## src/rtl/difftest_commit_sequencer.sv

```systemverilog
// -----------------------------------------------------------------------------
// difftest_commit_sequencer
//
// Takes retire groups of up to two instructions per cycle (lane 0 older than
// lane 1) and feeds them one record per cycle, in retire order, to a
// single-record difftest commit port. An 8-entry FIFO sits between the two
// sides.
//
// Ports
//   clock                   : single clock, everything updates on its rising edge
//   reset                   : synchronous, active-high reset
//   in_valid0 / in_valid1   : retire-lane valids (lane 0 older)
//   in0_* / in1_*           : per-lane record (pc 64, instr 32, wdest 8,
//                             flags 5 = {skip, isRVC, rfwen, isLoad, isStore})
//   in_ready                : room for a full two-lane group this cycle
//   out_valid               : a commit record is being presented
//   out_pc/instr/wdest/flags: the presented record (held while out_valid = 0)
//   out_seq                 : 8-bit commit sequence number of the record
//   count                   : FIFO occupancy, 0..8
//   commit_cnt              : records presented since reset, wraps at 2^64
//   err_lane                : sticky protocol-error flag
// -----------------------------------------------------------------------------
module difftest_commit_sequencer (
   input  logic        clock,
   input  logic        reset,
   input  logic        in_valid0,
   input  logic        in_valid1,
   input  logic [63:0] in0_pc,
   input  logic [63:0] in1_pc,
   input  logic [31:0] in0_instr,
   input  logic [31:0] in1_instr,
   input  logic [7:0]  in0_wdest,
   input  logic [7:0]  in1_wdest,
   input  logic [4:0]  in0_flags,
   input  logic [4:0]  in1_flags,
   output logic        in_ready,
   output logic        out_valid,
   output logic [63:0] out_pc,
   output logic [31:0] out_instr,
   output logic [7:0]  out_wdest,
   output logic [4:0]  out_flags,
   output logic [7:0]  out_seq,
   output logic [3:0]  count,
   output logic [63:0] commit_cnt,
   output logic        err_lane
);

   logic [63:0] pc_mem    [8];
   logic [31:0] instr_mem [8];
   logic [7:0]  wdest_mem [8];
   logic [4:0]  flags_mem [8];

   logic [2:0] wr_ptr;
   logic [2:0] rd_ptr;
   logic [2:0] wr_ptr_p1;

   logic       push0;
   logic       push1;
   logic [3:0] num_push;
   logic [3:0] free_slots;
   logic       overflow;
   logic       acc0;
   logic       acc1;
   logic       pop;
   logic       lane_err;

   // Accept/pop decisions. in_ready looks only at the registered occupancy so
   // it never depends combinationally on the lane valids. Lane 1 is only
   // legal alongside lane 0; a lone lane 1 is dropped and flagged, whether or
   // not the queue has room, since it is an upstream protocol violation either
   // way. The overflow guard cannot trip while in_ready gates pushes, but if it
   // ever did the whole group is discarded rather than corrupting the FIFO.
   always_comb begin
      in_ready   = (count <= 4'd6);
      push0      = in_ready & in_valid0;
      push1      = in_ready & in_valid0 & in_valid1;
      num_push   = {3'b000, push0} + {3'b000, push1};
      free_slots = 4'd8 - count;
      overflow   = (num_push > free_slots);
      acc0       = push0 & ~overflow;
      acc1       = push1 & ~overflow;
      pop        = (count != 4'd0);
      lane_err   = in_valid1 & ~in_valid0;
      wr_ptr_p1  = wr_ptr + 3'd1;
   end

   // FIFO storage. Lane 0 lands at the write pointer and lane 1 in the slot
   // right after it, which keeps acceptance order in the ring. Pushes only
   // happen with at least two free slots, so neither write can hit the entry
   // being read out on the same edge. Contents need no reset because the
   // pointers and count decide what is valid; writes are still suppressed on
   // reset edges so lane data sampled there is truly ignored.
   always_ff @(posedge clock) begin
      if (!reset) begin
         if (acc0) begin
            pc_mem[wr_ptr]    <= in0_pc;
            instr_mem[wr_ptr] <= in0_instr;
            wdest_mem[wr_ptr] <= in0_wdest;
            flags_mem[wr_ptr] <= in0_flags;
         end
         if (acc1) begin
            pc_mem[wr_ptr_p1]    <= in1_pc;
            instr_mem[wr_ptr_p1] <= in1_instr;
            wdest_mem[wr_ptr_p1] <= in1_wdest;
            flags_mem[wr_ptr_p1] <= in1_flags;
         end
      end
   end

   // Pointers, occupancy and the registered output record. The head is popped
   // every cycle the queue holds something; there is no backpressure from the
   // commit port. The sequence number is the low byte of the commit counter
   // before it increments, so the first record after reset carries 0 and the
   // number wraps 255 -> 0 for free. Output data holds when nothing pops.
   always_ff @(posedge clock) begin
      if (reset) begin
         wr_ptr     <= 3'd0;
         rd_ptr     <= 3'd0;
         count      <= 4'd0;
         out_valid  <= 1'b0;
         out_pc     <= 64'd0;
         out_instr  <= 32'd0;
         out_wdest  <= 8'd0;
         out_flags  <= 5'd0;
         out_seq    <= 8'd0;
         commit_cnt <= 64'd0;
         err_lane   <= 1'b0;
      end else begin
         wr_ptr <= wr_ptr + {2'b00, acc0} + {2'b00, acc1};
         rd_ptr <= rd_ptr + {2'b00, pop};
         count  <= count + {3'b000, acc0} + {3'b000, acc1} - {3'b000, pop};
         if (pop) begin
            out_valid  <= 1'b1;
            out_pc     <= pc_mem[rd_ptr];
            out_instr  <= instr_mem[rd_ptr];
            out_wdest  <= wdest_mem[rd_ptr];
            out_flags  <= flags_mem[rd_ptr];
            out_seq    <= commit_cnt[7:0];
            commit_cnt <= commit_cnt + 64'd1;
         end else begin
            out_valid <= 1'b0;
         end
         if (lane_err || overflow) begin
            err_lane <= 1'b1;
         end
      end
   end

endmodule

```

## config.mk

```make
export PLATFORM = sky130hd
export DESIGN_NAME = difftest_commit_sequencer
export DESIGN_NICKNAME = d
export VERILOG_FILES = /design/src/rtl/difftest_commit_sequencer.sv
export SDC_FILE = /design/constraint.sdc
export NUM_CORES = 1
export LEC_CHECK = 0
export BUFFER_PORTS_ARGS = -buffer_cell sky130_fd_sc_hd__buf_2
export CORE_ASPECT_RATIO = 0.6
export CORE_MARGIN = 8
export CORE_UTILIZATION = 60
export CTS_CLUSTER_SIZE = 28
export DETAILED_ROUTE_END_ITERATION = 12
export GPL_TIMING_DRIVEN = 0
export HOLD_SLACK_MARGIN = 0.05
export PLACE_DENSITY = 0.8
export RECOVER_POWER = 100
export SETUP_SLACK_MARGIN = 0.05
export SKIP_LAST_GASP = 1
export SYNTH_ARGS = -nofsm -noshare
export SYNTH_HDL_FRONTEND = slang
export SYNTH_SLANG_ARGS = --single-unit
```

## constraint.sdc

```tcl
create_clock -name clock -period 26.4 [get_ports clock]
set_input_delay 6.6 -clock clock [delete_from_list [all_inputs] [get_ports clock]]
set_output_delay 6.6 -clock clock [all_outputs]
set_load 0.02 [all_outputs]
```

==> results.json, run 1 <==
{
  "syn_area_per_cell_sq_um": 16.23,
  "die_x_microns": 390.4,
  "clock_skew_ns": 0.02979,
  "detail_route.wl_per_cell_microns": 29.27,
  "cts_tree": "built",
  "ys_warn_count": 0,
  "post-route-min-period_ns": 15.23,
  "synth_area_sq_um": 50450,
  "cp_num_buf_inv": 7,
  "ys_seq_area_frac": 0.5956,
  "routed_wirelength_microns": 143700,
  "fmax_ghz": 0.06564,
  "netlist_instances": 3109,
  "core_sq_um": 83410,
  "synthTopCellsByArea": "edfxtp_1 52%, mux2_2 19%, mux4_2 9.7%, dfxtp_1 7.7%, mux2i_1 2.2%",
  "port_buffers": 408,
  "drv_slew": 672,
  "dieArea_sq_um": 93920,
  "area_growth_pct": 12.90,
  "insertion_delay_ns": 0.71,
  "htreeDepth": 3,
  "critPathLaunchType": "input pin",
  "ys_types": 42,
  "cellPowerDensity_nw_per_um2": 87.46,
  "die_h_microns": 240.6,
  "crit_family": "buffers and inverters",
  "grtUsageTotal": 0.3007,
  "numCtsBuffers": 97,
  "cts_setup_buffers": 0,
  "critPathMostFrequentCell": "clkbuf_1",
  "via_count": 31501,
  "synth_flop_cell": "edfxtp_1",
  "irDropWorstVdd_mv": 0.05762,
  "cp_slowest_stage_delay_ns": 1.26,
  "cap_viol_max_count": 35,
  "ys_async_sr_fraction": 0,
  "synth_common_cells": "873 x mux2_2, 872 x edfxtp_1, 218 x mux4_2",
  "synth_area_leader_cell": "edfxtp_1",
  "critPathKind": "in -> reg",
  "initialDrtViolationCount": 3590,
  "setup_tns_ns": 0,
  "finalInstanceArea_sq_um": 56960,
  "relSlewSlack": -0.7295,
  "worst_pin_slew_ns": 2.589,
  "grt_overflow": 0,
  "routed_via_density": 6.416,
  "ant_nets": 0,
  "violations": "max-capacitance violations, max-slew violations",
  "hold_violations": 0,
  "ys_seq_elements": 1065,
  "fin_hold_ws_ns": 0.4555,
  "synth_edf_count": 872,
  "synth_most_common_cell": "mux2_2",
  "drive_above_1_share": 0.3903,
  "grt_max_degree": 24,
  "end_kind": "flip-flop",
  "hold_buffers": 0,
  "slowest_stage": "clkbuf_1",
  "gp_congestion": 0.8074,
  "cts.path.max_buffers": 3,
  "status": "complete, but fails checks",
  "finalCritPeriodShare": 0.5770,
  "clock_sinks": 1065,
  "synth_fp_nets": 3349,
  "worstHoldPathType": "reg -> reg",
  "grt_pass1_vias": 31530,
  "dpl.hpwl_microns": 94690,
  "reg2reg_from": "count[0]",
  "firstDrtPassIters": 7,
  "io_pins": 410,
  "synth_top_area_frac": 0.5190,
  "path_cells": "clkbuf_1 > and2_0 > nand2b_1 > ha_1 > a221oi_1 > a21boi_0 > and4_1 > clkbuf_1 > clkbuf_1 > o21bai_1 > clkbuf_1 > clkbuf_1 > clkbuf_1 > clkbuf_1",
  "clk_pin_slew_ns": 0.06,
  "leakage_nw": 18.30,
  "place_area_sq_um": 55020,
  "setup.worst_path.start": "in_valid0",
  "initial_utilization": 0.6048,
  "grt_antenna_before_repair": 50,
  "required_ns": 26.68,
  "grt_pass1_wl_microns": 209100,
  "cp_max_fo": 22,
  "worstHoldStart": "out_seq[5]",
  "rows": 82,
  "rsz0062_at_grt": "no",
  "drc_errors": 0,
  "cts_resized": 0,
  "finalNetCount": 3901,
  "setup_violations": 0,
  "cp.arrival_ns": 15.52,
  "root_buffer": "clkbuf_16"
}
==> path summary, 6_finish.rpt <==
path / endpoint / slack, ns / cells after the start
min: out_seq[5] / 0.46 / 2
min reg2reg: out_seq[5] / 0.46 / 2
max reg2reg: instr_mem[5][19] / 16.10 / 18
max: instr_mem[5][19] / 11.17 / 14
==> state kept, by name, summed over array words and instances (netlist names) <==
register / flops
wdest_mem: 64
out_valid: 1
out_flags: 5
out_wdest: 8
out_pc: 64
count: 4
out_seq: 8
err_lane: 1
out_instr: 32
pc_mem: 512
instr_mem: 256
commit_cnt: 64
wr_ptr: 3
rd_ptr: 3
flags_mem: 40
==> metrics by stage <==
stage,total power [mW],setup WS (ns),cells,util
floorplan,3.121,10.60,3109,-
global placement,3.663,1.192,4651,0.6463
detailed placement,3.660,14.91,4696,0.6597
CTS,5.043,15.65,4880,0.6967
global route,5.167,10.97,4902,0.6826
finish,4.982,11.17,4910,0.6829
==> kinds of logic (layout without fill, tap and decap cells) <==
family | count (synthesis) | after routing | share of synthesized area
buffers and inverters | 244 | 881 | 0.01929
adder cells (fa/ha/maj) | 18 | 18 | 0.004911
flip-flops | 1065 | 1065 | 0.5956
other | 0 | 30 | 0
multiplexers | 1200 | 1200 | 0.3138
AO/OA/AOI/OAI | 194 | 194 | 0.02594
AND/OR/NAND/NOR | 349 | 349 | 0.03368
XOR/XNOR | 39 | 39 | 0.006771
==> worst reg2reg max path, cell delays in order (launching register included) <==
cell and delay (ns):
dfxtp_1 0.40, inv_1 0.13, ha_1 0.21, and2_1 0.16, or2_2 0.29, and2_0 0.26
nand2b_1 0.12, ha_1 0.15, nand2b_1 0.10, a221oi_1 0.08, a21boi_0 0.86, and4_1 0.38
clkbuf_1 1.03, clkbuf_1 0.75, o21bai_1 0.84, clkbuf_1 0.70, clkbuf_1 1.20, clkbuf_1 0.95
clkbuf_1 1.29
==> cell usage in the layout, fill, tap and decap left out, drive strengths merged, types with 26 or more instances in the layout <==
master	instances
a211oi	109
a21oi	43
buf	260
clkbuf	558
clkinv	26
dfxtp	193
diode	30
edfxtp	872
inv	30
mux2	873
mux2i	109
mux4	218
nand2	48
nor2	161
xnor2	27
==> report_power, final <==
group	internal [mW]	switching, mW	total [mW]
Combinational	0.579	0.893	1.47
Clock	0.757	0.643	1.40
Sequential	2.03	0.0803	2.11
==> layout make-up <==
class	count	area, sq um
inverters	23	86.33
diodes	30	75.07
well taps	1134	1419
fillers	5846	26450
clock buffers	144	2794
plain buffers	221	838.3
flip-flops and latches	1065	30050
repair buffers	453	1974
multi-input cells	1800	19430
clock inverters	40	296.5
==> layer usage <==
| metal | wire [microns] | share of wire | GRT usage |
|---|---|---|---|
| met1 | 57550 | 0.40 | 0.4113 |
| met2 | 65790 | 0.46 | 0.4615 |
| met3 | 15120 | 0.11 | 0.09178 |
| met4 | 5048 | 0.035 | 0.1050 |
| met5 | 188 | 0.0013 | 0 |
No activity file was read; power rests on OpenSTA's default activity.
==> run 2: changes to the inputs <==
==> constraint.sdc (replaced) <==
create_clock -name clock -period 14.8 [get_ports clock]
set_input_delay 3.7 -clock clock [delete_from_list [all_inputs] [get_ports clock]]
set_output_delay 3.7 -clock clock [all_outputs]
set_load 0.02 [all_outputs]
==> run 2 against run 1 <==
The run still ends with max-capacitance violations, max-slew violations left. Sequential cell count is the same. Non-clock buffer count is the same. Die area is the same. Cell count is essentially flat. Clock skew is essentially flat. Register-to-register slack lost 11 ns. Via count is essentially flat. Sequential power grew 78%. Worst hold slack is essentially flat. Critical endpoint is now instr_mem[4][18].
==> results.json, run 2 (synthesized netlist as in run 1, its figures left out) <==
{
  "fin_cells": 4908,
  "root_buffer": "clkbuf_16",
  "setup_slack_ns": 3.452,
  "numCtsBuffers": 97,
  "worstHoldPathType": "reg -> reg",
  "port_buffers": 408,
  "die_x_microns": 390.4,
  "final_common_cell": "edfxtp_1",
  "dp_cells": 4696,
  "finalNetCount": 3901,
  "setup_tns_ns": 0,
  "die_h_microns": 240.6,
  "power.internal_mw": 6.007,
  "hold_violations": 0,
  "routed_wirelength_microns": 143700,
  "firstDrtPassIters": 5,
  "fmax_ghz": 0.08812,
  "place_ws_ns": 6.211,
  "relSlewSlack": -0.7444,
  "dieArea_sq_um": 93920,
  "grt_max_degree": 24,
  "leakage_nw": 18.35,
  "cellPowerDensity_nw_per_um2": 155.8,
  "cts.path.max_buffers": 3,
  "required_ns": 15.08,
  "comb_power_share": 0.296,
  "switching_share": 0.3243,
  "clk_pin_slew_ns": 0.06,
  "io_pins": 410,
  "grtUsageTotal": 0.3007,
  "violations": "max-capacitance violations, max-slew violations",
  "critPathMostFrequentCell": "clkbuf_1",
  "hold_buffers": 0,
  "cp_max_fo": 23,
  "critPathLaunchType": "input pin",
  "area_growth_pct": 13.10,
  "post-route-min-period_ns": 11.35,
  "initialDrtViolationCount": 3692,
  "cts_tree": "built",
  "grt_overflow": 0,
  "most-common-layout-cells": "872 x edfxtp_1, 866 x mux2_2, 435 x clkbuf_1, 225 x buf_2, 218 x mux4_2",
  "gp_congestion": 0.8074,
  "via_count": 31470,
  "core_sq_um": 83410,
  "drive_above_1_share": 0.3919,
  "cp.arrival_ns": 11.62,
  "rsz0062_at_grt": "no",
  "slowest_stage": "clkbuf_1",
  "insertion_delay_ns": 0.71,
  "clockPowerShare": 0.281,
  "grt_pass1_vias": 31530,
  "clock_sinks": 1065,
  "clock_skew_ns": 0.03025,
  "p_switching_mw": 2.883,
  "crit_family": "buffers and inverters",
  "htreeDepth": 3,
  "setup_violations": 0,
  "grt_antenna_before_repair": 50,
  "path_cells": "clkbuf_1 > and2_0 > nand2b_1 > ha_1 > a221oi_1 > a21boi_0 > and4_1 > clkbuf_1 > clkbuf_1 > o21bai_1 > clkbuf_1 > clkbuf_1",
  "status": "complete, but fails checks",
  "end_kind": "flip-flop",
  "critPathKind": "in -> reg",
  "cap_viol_max_count": 31,
  "drc_errors": 0,
  "rows": 82,
  "nFillCells": 5832,
  "cts_resized": 0,
  "cp_slowest_stage_delay_ns": 1.41,
  "largest_registers": "pc_mem x512, instr_mem x256",
  "cts_setup_buffers": 0,
  "irDropWorstVdd_mv": 0.1027,
  "routed_via_density": 6.412,
  "dpl.hpwl_microns": 94690,
  "drv_slew": 592,
  "power_frac_seq": 0.423,
  "detail_route.wl_per_cell_microns": 29.27,
  "cp_num_buf_inv": 5,
  "finalCritPeriodShare": 0.7668,
  "initial_utilization": 0.6048,
  "largest_register_ffs": 512,
  "ant_nets": 0,
  "grt_pass1_wl_microns": 209100,
  "top_register": "pc_mem",
  "worst_pin_slew_ns": 2.611
}
## run 2: changes by cell type in the layout (fill, tap and decap cells not counted), sizes merged
| cell | change |
|---|---|
| buf | +6 |
| clkbuf | -6 |
| diode | -2 |
## run 2: cell type report
cell class / count / area [sq um] / area share
clock buffers: 144 / 2794 / 0.04896
diodes: 28 / 70.07 / 0.001228
clock inverters: 40 / 296.5 / 0.005197
flip-flops and latches: 1065 / 30050 / 0.5266
multi-input cells: 1800 / 19430 / 0.3405
plain buffers: 221 / 838.3 / 0.01469
repair buffers: 453 / 2079 / 0.03644
well taps: 1134 / 1419 / 0.02487
inverters: 23 / 86.33 / 0.001513
## run 2: final timing paths
check | from | endpoint | slack, ns | depth (start not counted)
worst max-delay path | in_valid0 | instr_mem[4][18] | 3.45 | 12
worst min-delay path | out_seq[5] | out_seq[5] | 0.46 | 2
worst max register to register | count[0] | instr_mem[4][18] | 5.49 | 16
worst min register to register | out_seq[5] | out_seq[5] | 0.46 | 2
## run 2: worst register-to-register path: cells and delay by family (launching register included)
kind	cells	cell delay, ns
and+or+nand+nor	6	1.29
AOI/OAI and AO/OA	3	2.10
adders and majority gates	2	0.36
buffers and inverters	5	4.75
DFF	1	0.40
## run 2: power groups by stage
stage	registers, mW	logic (mW)	clock network [mW]
CTS	3.75	2.73	2.52
global placement	3.94	2.59	0
floorplan	3.99	1.58	0
finish	3.76	2.63	2.50
detailed placement	3.81	2.72	0
global route	3.79	2.80	2.63
## run 2: metrics by stage
stage | power, mW | hold WS, ns | cell area, sq um | utilization
3_3_place_gp | 6.535 | 0.4360 | 53910 | 0.6463
2_1_floorplan | 5.567 | 0.5302 | 50450 | -
6_report | 8.890 | 0.4552 | 57060 | 0.6841
4_1_cts | 8.995 | 0.4551 | 58110 | 0.6967
5_1_grt | 9.221 | 0.4744 | 57050 | 0.6839
3_5_place_dp | 6.529 | 0.4468 | 55020 | 0.6597
## run 2: per-layer routing
| layer | vias to the layer above | share of wire | wire [microns] | GRT usage |
|---|---|---|---|---|
| li1 | 13549 | - | - | - |
| met1 | 16067 | 0.40 | 57850 | 0.4113 |
| met2 | 1516 | 0.46 | 65830 | 0.4615 |
| met3 | 304 | 0.10 | 14760 | 0.09178 |
| met4 | 34 | 0.035 | 5041 | 0.1050 |
| met5 | - | 0.0013 | 189 | 0 |
